<file path="src/rtl/jtag_uart_tx_sched.sv">
// ---------------------------------------------------------------------------
// jtag_uart_tx_sched
//
// Round-robin scheduler that lets NUM_REQ byte producers share one JTAG UART
// Avalon-MM slave. A byte is accepted from one producer at a time over a
// valid/ready handshake. The scheduler then polls the control register for
// write space (WSPACE) as needed and writes the byte to the data register,
// honouring waitrequest on every access.
//
// Write-space credit: the WSPACE value from the last successful poll is kept
// as a credit and spent one byte at a time. Only the host drains the UART
// FIFO, so real space can only grow between polls. Writing while credit != 0
// therefore never overflows the FIFO and needs no extra poll.
//
// Ports
//   i_clk            system clock
//   i_reset          asynchronous, active-high reset
//   i_req_valid      per-requester byte valid
//   i_req_data       byte of requester i at [8i+7:8i]
//   o_req_ready      one-hot, one-cycle accept pulse (transfer on valid&ready)
//   o_av_chipselect  Avalon chip select
//   o_av_address     0 = data register, 1 = control register
//   o_av_read_n      active-low read strobe
//   o_av_write_n     active-low write strobe
//   o_av_writedata   {24'b0, byte}
//   i_av_readdata    slave read data, WSPACE in [31:16]
//   i_av_waitrequest slave stall
//   o_busy           high whenever the scheduler is not idle
//   o_dropped        one-cycle pulse when a byte is discarded on poll timeout
// ---------------------------------------------------------------------------
module jtag_uart_tx_sched #(
    parameter int NUM_REQ   = 2,     // number of requesters (1..8)
    parameter int POLL_GAP  = 16,    // idle cycles between zero-space polls (>=1)
    parameter int MAX_POLLS = 1024   // zero-space polls before drop, 0 = never
) (
    input  logic                   i_clk,
    input  logic                   i_reset,
    input  logic [NUM_REQ-1:0]     i_req_valid,
    input  logic [8*NUM_REQ-1:0]   i_req_data,
    output logic [NUM_REQ-1:0]     o_req_ready,
    output logic                   o_av_chipselect,
    output logic                   o_av_address,
    output logic                   o_av_read_n,
    output logic                   o_av_write_n,
    output logic [31:0]            o_av_writedata,
    input  logic [31:0]            i_av_readdata,
    input  logic                   i_av_waitrequest,
    output logic                   o_busy,
    output logic                   o_dropped
);

    localparam int GW = (NUM_REQ > 1)   ? $clog2(NUM_REQ)       : 1;
    localparam int PW = (MAX_POLLS > 1) ? $clog2(MAX_POLLS + 1) : 1;
    localparam int CW = (POLL_GAP > 1)  ? $clog2(POLL_GAP)      : 1;

    typedef enum logic [1:0] {
        S_IDLE    = 2'd0,
        S_RD_CTRL = 2'd1,
        S_BACKOFF = 2'd2,
        S_WR_DATA = 2'd3
    } state_t;

    // ------------------------------------------------------------------
    // State and registered outputs
    // ------------------------------------------------------------------
    state_t              r_state;
    logic [GW-1:0]       r_rr_ptr;
    logic [GW-1:0]       r_grant;
    logic [7:0]          r_byte;
    logic [15:0]         r_credit;
    logic [PW-1:0]       r_poll_cnt;
    logic [CW-1:0]       r_gap_cnt;

    logic [NUM_REQ-1:0]  r_req_ready;
    logic                r_av_chipselect;
    logic                r_av_address;
    logic                r_av_read_n;
    logic                r_av_write_n;
    logic [31:0]         r_av_writedata;
    logic                r_busy;
    logic                r_dropped;

    // ------------------------------------------------------------------
    // Combinational helpers
    // ------------------------------------------------------------------
    logic                w_found;
    logic [GW-1:0]       w_sel;
    logic [7:0]          w_sel_byte;
    logic [GW-1:0]       w_next_ptr;
    logic [15:0]         w_wspace;
    logic [15:0]         w_credit_dec;
    logic [PW-1:0]       w_poll_inc;
    logic                w_timeout;
    logic                w_unused_ok;

    // Requester index 'off' places after 'base', wrapping modulo NUM_REQ.
    function automatic logic [GW-1:0] f_rot(input logic [GW-1:0] base, input int off);
        int s;
        s = int'(base) + off;
        if (s >= NUM_REQ) begin
            s = s - NUM_REQ;
        end else begin
            s = s;
        end
        return GW'(s);
    endfunction

    // One-hot vector with bit 'idx' set.
    function automatic logic [NUM_REQ-1:0] f_onehot(input logic [GW-1:0] idx);
        logic [NUM_REQ-1:0] v;
        v      = '0;
        v[idx] = 1'b1;
        return v;
    endfunction

    assign w_wspace     = i_av_readdata[31:16];
    assign w_credit_dec = (r_credit != 16'd0) ? (r_credit - 16'd1) : 16'd0;
    assign w_poll_inc   = r_poll_cnt + PW'(1);
    assign w_timeout    = (MAX_POLLS != 0) && (w_poll_inc == PW'(MAX_POLLS));
    assign w_next_ptr   = (r_grant == GW'(NUM_REQ - 1)) ? GW'(0) : (r_grant + GW'(1));
    // Low half of readdata carries no information for this block.
    assign w_unused_ok  = ^i_av_readdata[15:0];

    // Round-robin search from r_rr_ptr; walked from the far end so the
    // nearest valid requester is the last (winning) assignment.
    always_comb begin
        w_found = 1'b0;
        w_sel   = '0;
        for (int k = NUM_REQ - 1; k >= 0; k--) begin
            if (i_req_valid[f_rot(r_rr_ptr, k)]) begin
                w_found = 1'b1;
                w_sel   = f_rot(r_rr_ptr, k);
            end else begin
                w_found = w_found;
            end
        end
    end

    // Select the byte of the winning requester.
    always_comb begin
        w_sel_byte = 8'h00;
        for (int k = 0; k < NUM_REQ; k++) begin
            if (w_sel == GW'(k)) begin
                w_sel_byte = i_req_data[8*k +: 8];
            end else begin
                w_sel_byte = w_sel_byte;
            end
        end
    end

    // Scheduler FSM with registered Avalon strobes and handshake outputs.
    always_ff @(posedge i_clk or posedge i_reset) begin
        if (i_reset) begin
            r_state         <= S_IDLE;
            r_rr_ptr        <= '0;
            r_grant         <= '0;
            r_byte          <= 8'h00;
            r_credit        <= 16'd0;
            r_poll_cnt      <= '0;
            r_gap_cnt       <= '0;
            r_req_ready     <= '0;
            r_av_chipselect <= 1'b0;
            r_av_address    <= 1'b0;
            r_av_read_n     <= 1'b1;
            r_av_write_n    <= 1'b1;
            r_av_writedata  <= 32'h0000_0000;
            r_busy          <= 1'b0;
            r_dropped       <= 1'b0;
        end else begin
            // Pulse outputs default low every cycle.
            r_req_ready <= '0;
            r_dropped   <= 1'b0;

            case (r_state)
                S_IDLE: begin
                    if (w_found) begin
                        r_grant         <= w_sel;
                        r_byte          <= w_sel_byte;
                        r_req_ready     <= f_onehot(w_sel);
                        r_av_chipselect <= 1'b1;
                        r_busy          <= 1'b1;
                        if (r_credit != 16'd0) begin
                            // Known space: skip the poll and write at once.
                            r_state        <= S_WR_DATA;
                            r_av_address   <= 1'b0;
                            r_av_write_n   <= 1'b0;
                            r_av_writedata <= {24'h00_0000, w_sel_byte};
                        end else begin
                            r_state      <= S_RD_CTRL;
                            r_av_address <= 1'b1;
                            r_av_read_n  <= 1'b0;
                        end
                    end else begin
                        r_busy <= 1'b0;
                    end
                end

                S_RD_CTRL: begin
                    if (!i_av_waitrequest) begin
                        r_credit    <= w_wspace;
                        r_av_read_n <= 1'b1;
                        if (w_wspace != 16'd0) begin
                            // Chip select stays high straight into the write.
                            r_state        <= S_WR_DATA;
                            r_av_address   <= 1'b0;
                            r_av_write_n   <= 1'b0;
                            r_av_writedata <= {24'h00_0000, r_byte};
                        end else if (w_timeout) begin
                            r_state         <= S_IDLE;
                            r_av_chipselect <= 1'b0;
                            r_av_address    <= 1'b0;
                            r_busy          <= 1'b0;
                            r_dropped       <= 1'b1;
                            r_poll_cnt      <= '0;
                            r_rr_ptr        <= w_next_ptr;
                        end else begin
                            r_state         <= S_BACKOFF;
                            r_av_chipselect <= 1'b0;
                            r_av_address    <= 1'b0;
                            r_poll_cnt      <= w_poll_inc;
                            r_gap_cnt       <= '0;
                        end
                    end else begin
                        r_state <= S_RD_CTRL;
                    end
                end

                S_BACKOFF: begin
                    // Exactly POLL_GAP idle cycles before the next poll.
                    if (r_gap_cnt == CW'(POLL_GAP - 1)) begin
                        r_state         <= S_RD_CTRL;
                        r_av_chipselect <= 1'b1;
                        r_av_address    <= 1'b1;
                        r_av_read_n     <= 1'b0;
                    end else begin
                        r_gap_cnt <= r_gap_cnt + CW'(1);
                    end
                end

                S_WR_DATA: begin
                    if (!i_av_waitrequest) begin
                        r_state         <= S_IDLE;
                        r_av_chipselect <= 1'b0;
                        r_av_write_n    <= 1'b1;
                        r_busy          <= 1'b0;
                        r_credit        <= w_credit_dec;
                        r_poll_cnt      <= '0;
                        r_rr_ptr        <= w_next_ptr;
                    end else begin
                        r_state <= S_WR_DATA;
                    end
                end

                default: begin
                    r_state         <= S_IDLE;
                    r_av_chipselect <= 1'b0;
                    r_av_address    <= 1'b0;
                    r_av_read_n     <= 1'b1;
                    r_av_write_n    <= 1'b1;
                    r_busy          <= 1'b0;
                end
            endcase
        end
    end

    assign o_req_ready     = r_req_ready;
    assign o_av_chipselect = r_av_chipselect;
    assign o_av_address    = r_av_address;
    assign o_av_read_n     = r_av_read_n;
    assign o_av_write_n    = r_av_write_n;
    assign o_av_writedata  = r_av_writedata;
    assign o_busy          = r_busy;
    assign o_dropped       = r_dropped;

endmodule
</file>
<file path="config.mk">
export PLATFORM = sky130hd
export DESIGN_NAME = jtag_uart_tx_sched
export DESIGN_NICKNAME = d
export VERILOG_FILES = /design/src/rtl/jtag_uart_tx_sched.sv
export SDC_FILE = /design/constraint.sdc
export NUM_CORES = 1
export LEC_CHECK = 0
export CAP_MARGIN = 5
export CORE_MARGIN = 3
export CORE_UTILIZATION = 50
export DETAILED_ROUTE_END_ITERATION = 8
export GPL_TIMING_DRIVEN = 1
export PLACE_DENSITY = 0.88
export RECOVER_POWER = 25
export SETUP_SLACK_MARGIN = 0.3
export SLEW_MARGIN = 10
export SYNTH_ARGS = -nofsm -noshare
export SYNTH_HDL_FRONTEND = slang
export SYNTH_SLANG_ARGS = --single-unit
</file>
<file path="constraint.sdc">
create_clock -name i_clk -period 2.8 [get_ports i_clk]
set_clock_uncertainty 0.1 [all_clocks]
set_input_delay 0.56 -clock i_clk [delete_from_list [all_inputs] [get_ports i_clk]]
set_output_delay 0.56 -clock i_clk [all_outputs]
set_load 0.01 [all_outputs]
</file>
-- Word-level counts from Yosys, hierarchy flattened
Index checks and enable logic that the tools add are counted.
- $add $sub $neg: 7
- magnitude comparators: 6
- equal/unequal tests: 16
- multiplexer cells: 76
- reductions and logical operators: 21
- operator list (cell ; count):
    $mux W32 ; 4
    $pmux W32 S2 ; 1
    $mux W16 ; 3
    $mux W11 ; 4
    $mux W1 ; 39
    $pmux W16 S2 ; 1
    $reduce_bool A16 Y1 ; 2
    $reduce_and A5 Y1 ; 6
    $ne A2 B2 Y1 const B ; 11
    $pmux W11 S2 ; 1
    $mux W2 ; 9
    $mux W4 ; 4
    $sub A16 B1 Y16 const B ; 1
    $pmux W1 S3 ; 4
    $add A11 B1 Y11 const B ; 1
    $eq A11 B11 Y1 const B ; 1
    $mux W8 ; 1
    $pmux W2 S4 ; 1
    $pmux W4 S2 ; 1
    $reduce_and A4 Y1 ; 2
    $lt A1 B2 Y1 const B ; 3
    $reduce_and A6 Y1 ; 1
    $reduce_bool A2 Y1 ; 3
    $reduce_bool A3 Y1 ; 2
    other kinds (17) ; 20
- register bits after elaboration: 83
- bits of input ports: 53
- output and inout bits: 40
- word-level logic and storage cells: 141

-- Logic depth before layout (Yosys ltp)
Gate-level depths: netlist of run 1.
- word-level depth: 13
- gate-level depth with buffers: 10
- mapped depth without buffers: 8

-- Worst setup path after synthesis of run 1
OpenSTA, ideal clock, no wires.
- path type: reg2reg
- start: reg r_credit[6]
- end: reg r_av_writedata[0], in the netlist o_av_writedata[0]
- library setup time: 0.125 ns
- arrival time: 2.281 ns
- data required time: 2.575 ns
- path slack: 0.294 ns
- cell stages (with the launch flop): 9
- clock period less this slack: 2.506 ns
- cells stage by stage: dfrtp_1 -> or4_1 -> buf_2 -> or4_4 -> nor2_8 -> o21ai_2 -> o211a_1 -> buf_6 -> mux2_4
- word-level cells in the longest chain between the ends: 3
- RTL lines (element ; line ; source):
    start: declaration ; 70 ; logic [15:0] r_credit;
    start signal: assignment ; 200 ; r_credit <= w_wspace;
    start signal: assignment ; 246 ; r_credit <= w_credit_dec;
    $reduce_bool A16 Y1 ; 182 ; if (r_credit != 16'd0) begin
    $ne A2 B2 Y1 (no line) ; - ;
    $reduce_and A5 Y1 (no line) ; - ;
    end signal: assignment ; 187 ; r_av_writedata <= {24'h00_0000, w_sel_byte};
    end signal: assignment ; 207 ; r_av_writedata <= {24'h00_0000, r_byte};
    end: declaration ; 79 ; logic [31:0] r_av_writedata;
No other way between the ends.
A chain may end at the register's enable or synchronous reset.

-- Final worst setup path of run 1
- start: reg r_credit[8]
- end: reg r_av_writedata[1], in the netlist o_av_writedata[1]
Same word-level chain as after synthesis.

==> results of run 1 <==
==> cell usage in the layout, fill, tap and decap left out, types with 4 or more instances in the layout <==
master           netlist  layout
mux2_4                 8       8
mux2_2                 4       4
nor2_1                23      23
ha_1                   8       7
bufinv_16              0       4
nor2b_1                7       7
nor4_2                 0       4
clkdlybuf4s50_1        0      51
a21oi_1               20      19
a31oi_1               11      11
and3_1                 5       5
buf_4                 24      37
nor3_1                15      14
nand3_1               12      11
dfrtp_1               57      57
nand2_1               46      46
nand4_1                5       5
a22o_1                 7       7
a22oi_1                5       5
o21ai_1                1       4
conb_1                 1      24
mux2i_1               12      12
clkbuf_8               0      10
inv_1                 12      12
o21ai_0               46      43
==> cells in the mapped netlist, types with 11 or more instances <==
library cell  count
inv_1            12
nand2_1          46
nor3_1           15
nand3_1          12
o21ai_0          46
buf_4            24
a31oi_1          11
clkbuf_1         20
a21oi_1          20
nor2_1           23
dfrtp_1          57
mux2i_1          12
==> per-layer routing <==
layer	wire (um)	part of all wire (%)	vias up	GRT usage (%)
li1	-	-	1616	-
met1	3900	40	1722	28.2
met2	4950	51	164	39.0
met3	554	5.7	24	3.45
met4	244	2.5	0	10.1
met5	0	0	-	0
==> report_power, final <==
part	switching (W)	total, W	internal, W
clock network	0.000345	0.00105	0.000705
registers	0.000318	0.00155	0.00123
logic	0.00126	0.00243	0.00117
total	0.00192	0.00503	0.00311
==> layout make-up <==
type | count | area, sq um | share of cell area (%)
Multi-Input combinational cell | 320 | 2020 | 42.5
Timing Repair Buffer | 92 | 827 | 17.4
Tap cell | 96 | 120 | 2.52
Clock buffer | 11 | 141 | 2.97
Sequential cell | 59 | 1480 | 31.1
Clock inverter | 5 | 125 | 2.63
Inverter | 12 | 45.0 | 0.946
==> path summary, 6_finish.rpt <==
path | cells after the start | slack [ns] | endpoint
worst min-delay path | 1 | 0.36 | r_rr_ptr$_DFFE_PP0P_
worst max register to register | 7 | 0.30 | o_av_writedata[1]$_DFFE_PP0P_
worst min register to register | 1 | 0.36 | r_rr_ptr$_DFFE_PP0P_
worst max-delay path | 7 | 0.30 | o_av_writedata[1]$_DFFE_PP0P_
min in group asynchronous | 3 | 0.79 | r_byte[1]$_DFFE_PP0P_
max in group asynchronous | 3 | 0.61 | r_credit[6]$_DFFE_PP0P_
==> what timing repair did <==
| action | CTS | global route |
|---|---|---|
| setup endpoints to repair | 10 | 16 |
| gates resized for setup | 3 | 10 |
| gates cloned | 0 | 0 |
| setup buffers | 5 | 3 |
| pin swaps | 2 | 4 |
==> kinds of logic after synthesis <==
kind of cell | after synthesis
compound gates | 121
buf+inv | 63
fa+ha+maj | 8
xor+xnor | 3
simple gates | 140
mux | 24
flops | 59
other cells | 1
==> flip-flops by register name, summed over array words and instances (netlist names), 2 cells and up <==
signal          count
o_av_writedata      8
r_credit           16
r_byte              8
r_poll_cnt         11
o_req_ready         2
r_state             2
r_gap_cnt           4
==> through the flow <==
step | util [%] | setup TNS, ns | instance area, sq um | cells | worst slack, ns
global placement | 62.8 | -0.00910 | 4390 | 571 | -0.00910
floorplan | - | 0 | 3790 | 442 | 0.321
finish | 68.2 | 0 | 4760 | 595 | 0.302
CTS | 67.4 | 0 | 4710 | 592 | 0.300
detailed placement | 62.8 | -0.0587 | 4390 | 571 | -0.0587
global route | 68.2 | 0 | 4760 | 595 | 0.255
==> out/qor.yml, run 1 <==
status: "complete, but fails checks"
violations: "capacitance limit, slew limit"
vias: 3526
clk_pin_slew_worst_paths_ns: 0.07
drc_errors: 0
path_cells: "or4_4, or4_4, nor2_8, o21ai_2, o211a_1, buf_12, mux2_4"
wire_per_inst_um: 16.2
die_area_sq_mm: 0.00847
io_buffers: 52
first_pass_iters: 4
slew_violations: 28
synthTopCellsByArea: "dfrtp_1 (39%), o21ai_0 (6.2%), buf_4 (4.9%)"
syn-cell-area_sq_mm: 0.00370
synthDistinctLibCells: 61
grt_pass1_vias: 3324
nNetsFinal: 555
fillCellCount: 528
crit_type: "flop to flop"
syn_area_per_cell_sq_um: 8.83
worstSetupStartpointType: "flop"
synth-simple-area-share_pct: 18.9
cts.sinks: 59
crit_family: "simple AND/OR/NAND/NOR gates"
holdCritStartpoint: "r_grant$_DFFE_PP0P_"
async_flop_share_pct: 100
critical_path.startpoint: "r_credit[8]$_DFFE_PP0P_"
syn_to_final_growth_pct: 28.6
cts_buffer_depth: 2
cp_max_fo: 8
post-synth-top-area-cell: "dfrtp_1"
cts_made_buffers: 9
die_y_um: 92.0
worst_pin_slew_ns: 1.53
synth_compound_area_share_pct: 20.7
vias_per_cell: 5.93
crit_buf_inv: 1
setup_viol: 0
p_per_area_mw_per_mm2: 1060
antenna_left: 0
maxCapViolCount: 1
syn_inst: 419
initial_utilization_pct: 53.0
gp_congestion: 0.908
yosysWarnings: 0
dpl.hpwl_um: 6660
peakVddDrop_mv: 0.450
hold_violations: 0
timing.fmax_ghz: 0.400
synth_top_area_share_pct: 38.5
hold_class: "flop to flop"
overflow: 0
synth_edf_count: 0
synth_mux_area_share_pct: 7.71
cts_root_buf: "clkbuf_8"
relSlewSlack_pct: -1.83
core_area_sq_mm: 0.00698
crit_path_frequent_cell: "or4_4"
required_ns: 2.93
synthXorXnorAreaFrac_pct: 0.710
ys_ff_latch: 59
antenna_found_initial: 0
cts_htree_levels: 3
die_w_um: 92.0
num_rows: 30
cts_tree: "built"
hold_ws_ns: 0.360
post-route-period-util_pct: 89.2
total_power_w: 0.00503
synthAdderAreaFrac_pct: 2.70
grt_first_pass_wirelength_um: 15500
drive_gt1_share_pct: 16.8
p_leak_nw: 2.12
rsz0062_at_grt: "true"
crit_arrival_ns: 2.62
wirelength_um: 9660
r2r-start: "r_credit[8]$_DFFE_PP0P_"
grt_util_all_layers_pct: 22.7
synth-main-ff-cell: "dfrtp_1"
endpoint_kind: "flop"
synth_top_family_by_area: "compound AO/OA/AOI/OAI gates"
fin_crit_ns: 2.50
yosysSeqAreaShare_pct: 40.0
slowest_stage: "or4_4"
grt_max_degree: 36
io_pins: 93
first_iter_violations: 222
diodes: 0
clk_latency_ns: 0.34
cpPeakStageDelay_ns: 0.54
cts_hold_buf: 0
(Power assumes the default switching activity.)
==> run 2: changes to the inputs <==
Settings changed: CAP_MARGIN 5 to 30.
==> results of run 2 <==
Final layout, timing and power as in run 1 (identical DEF).
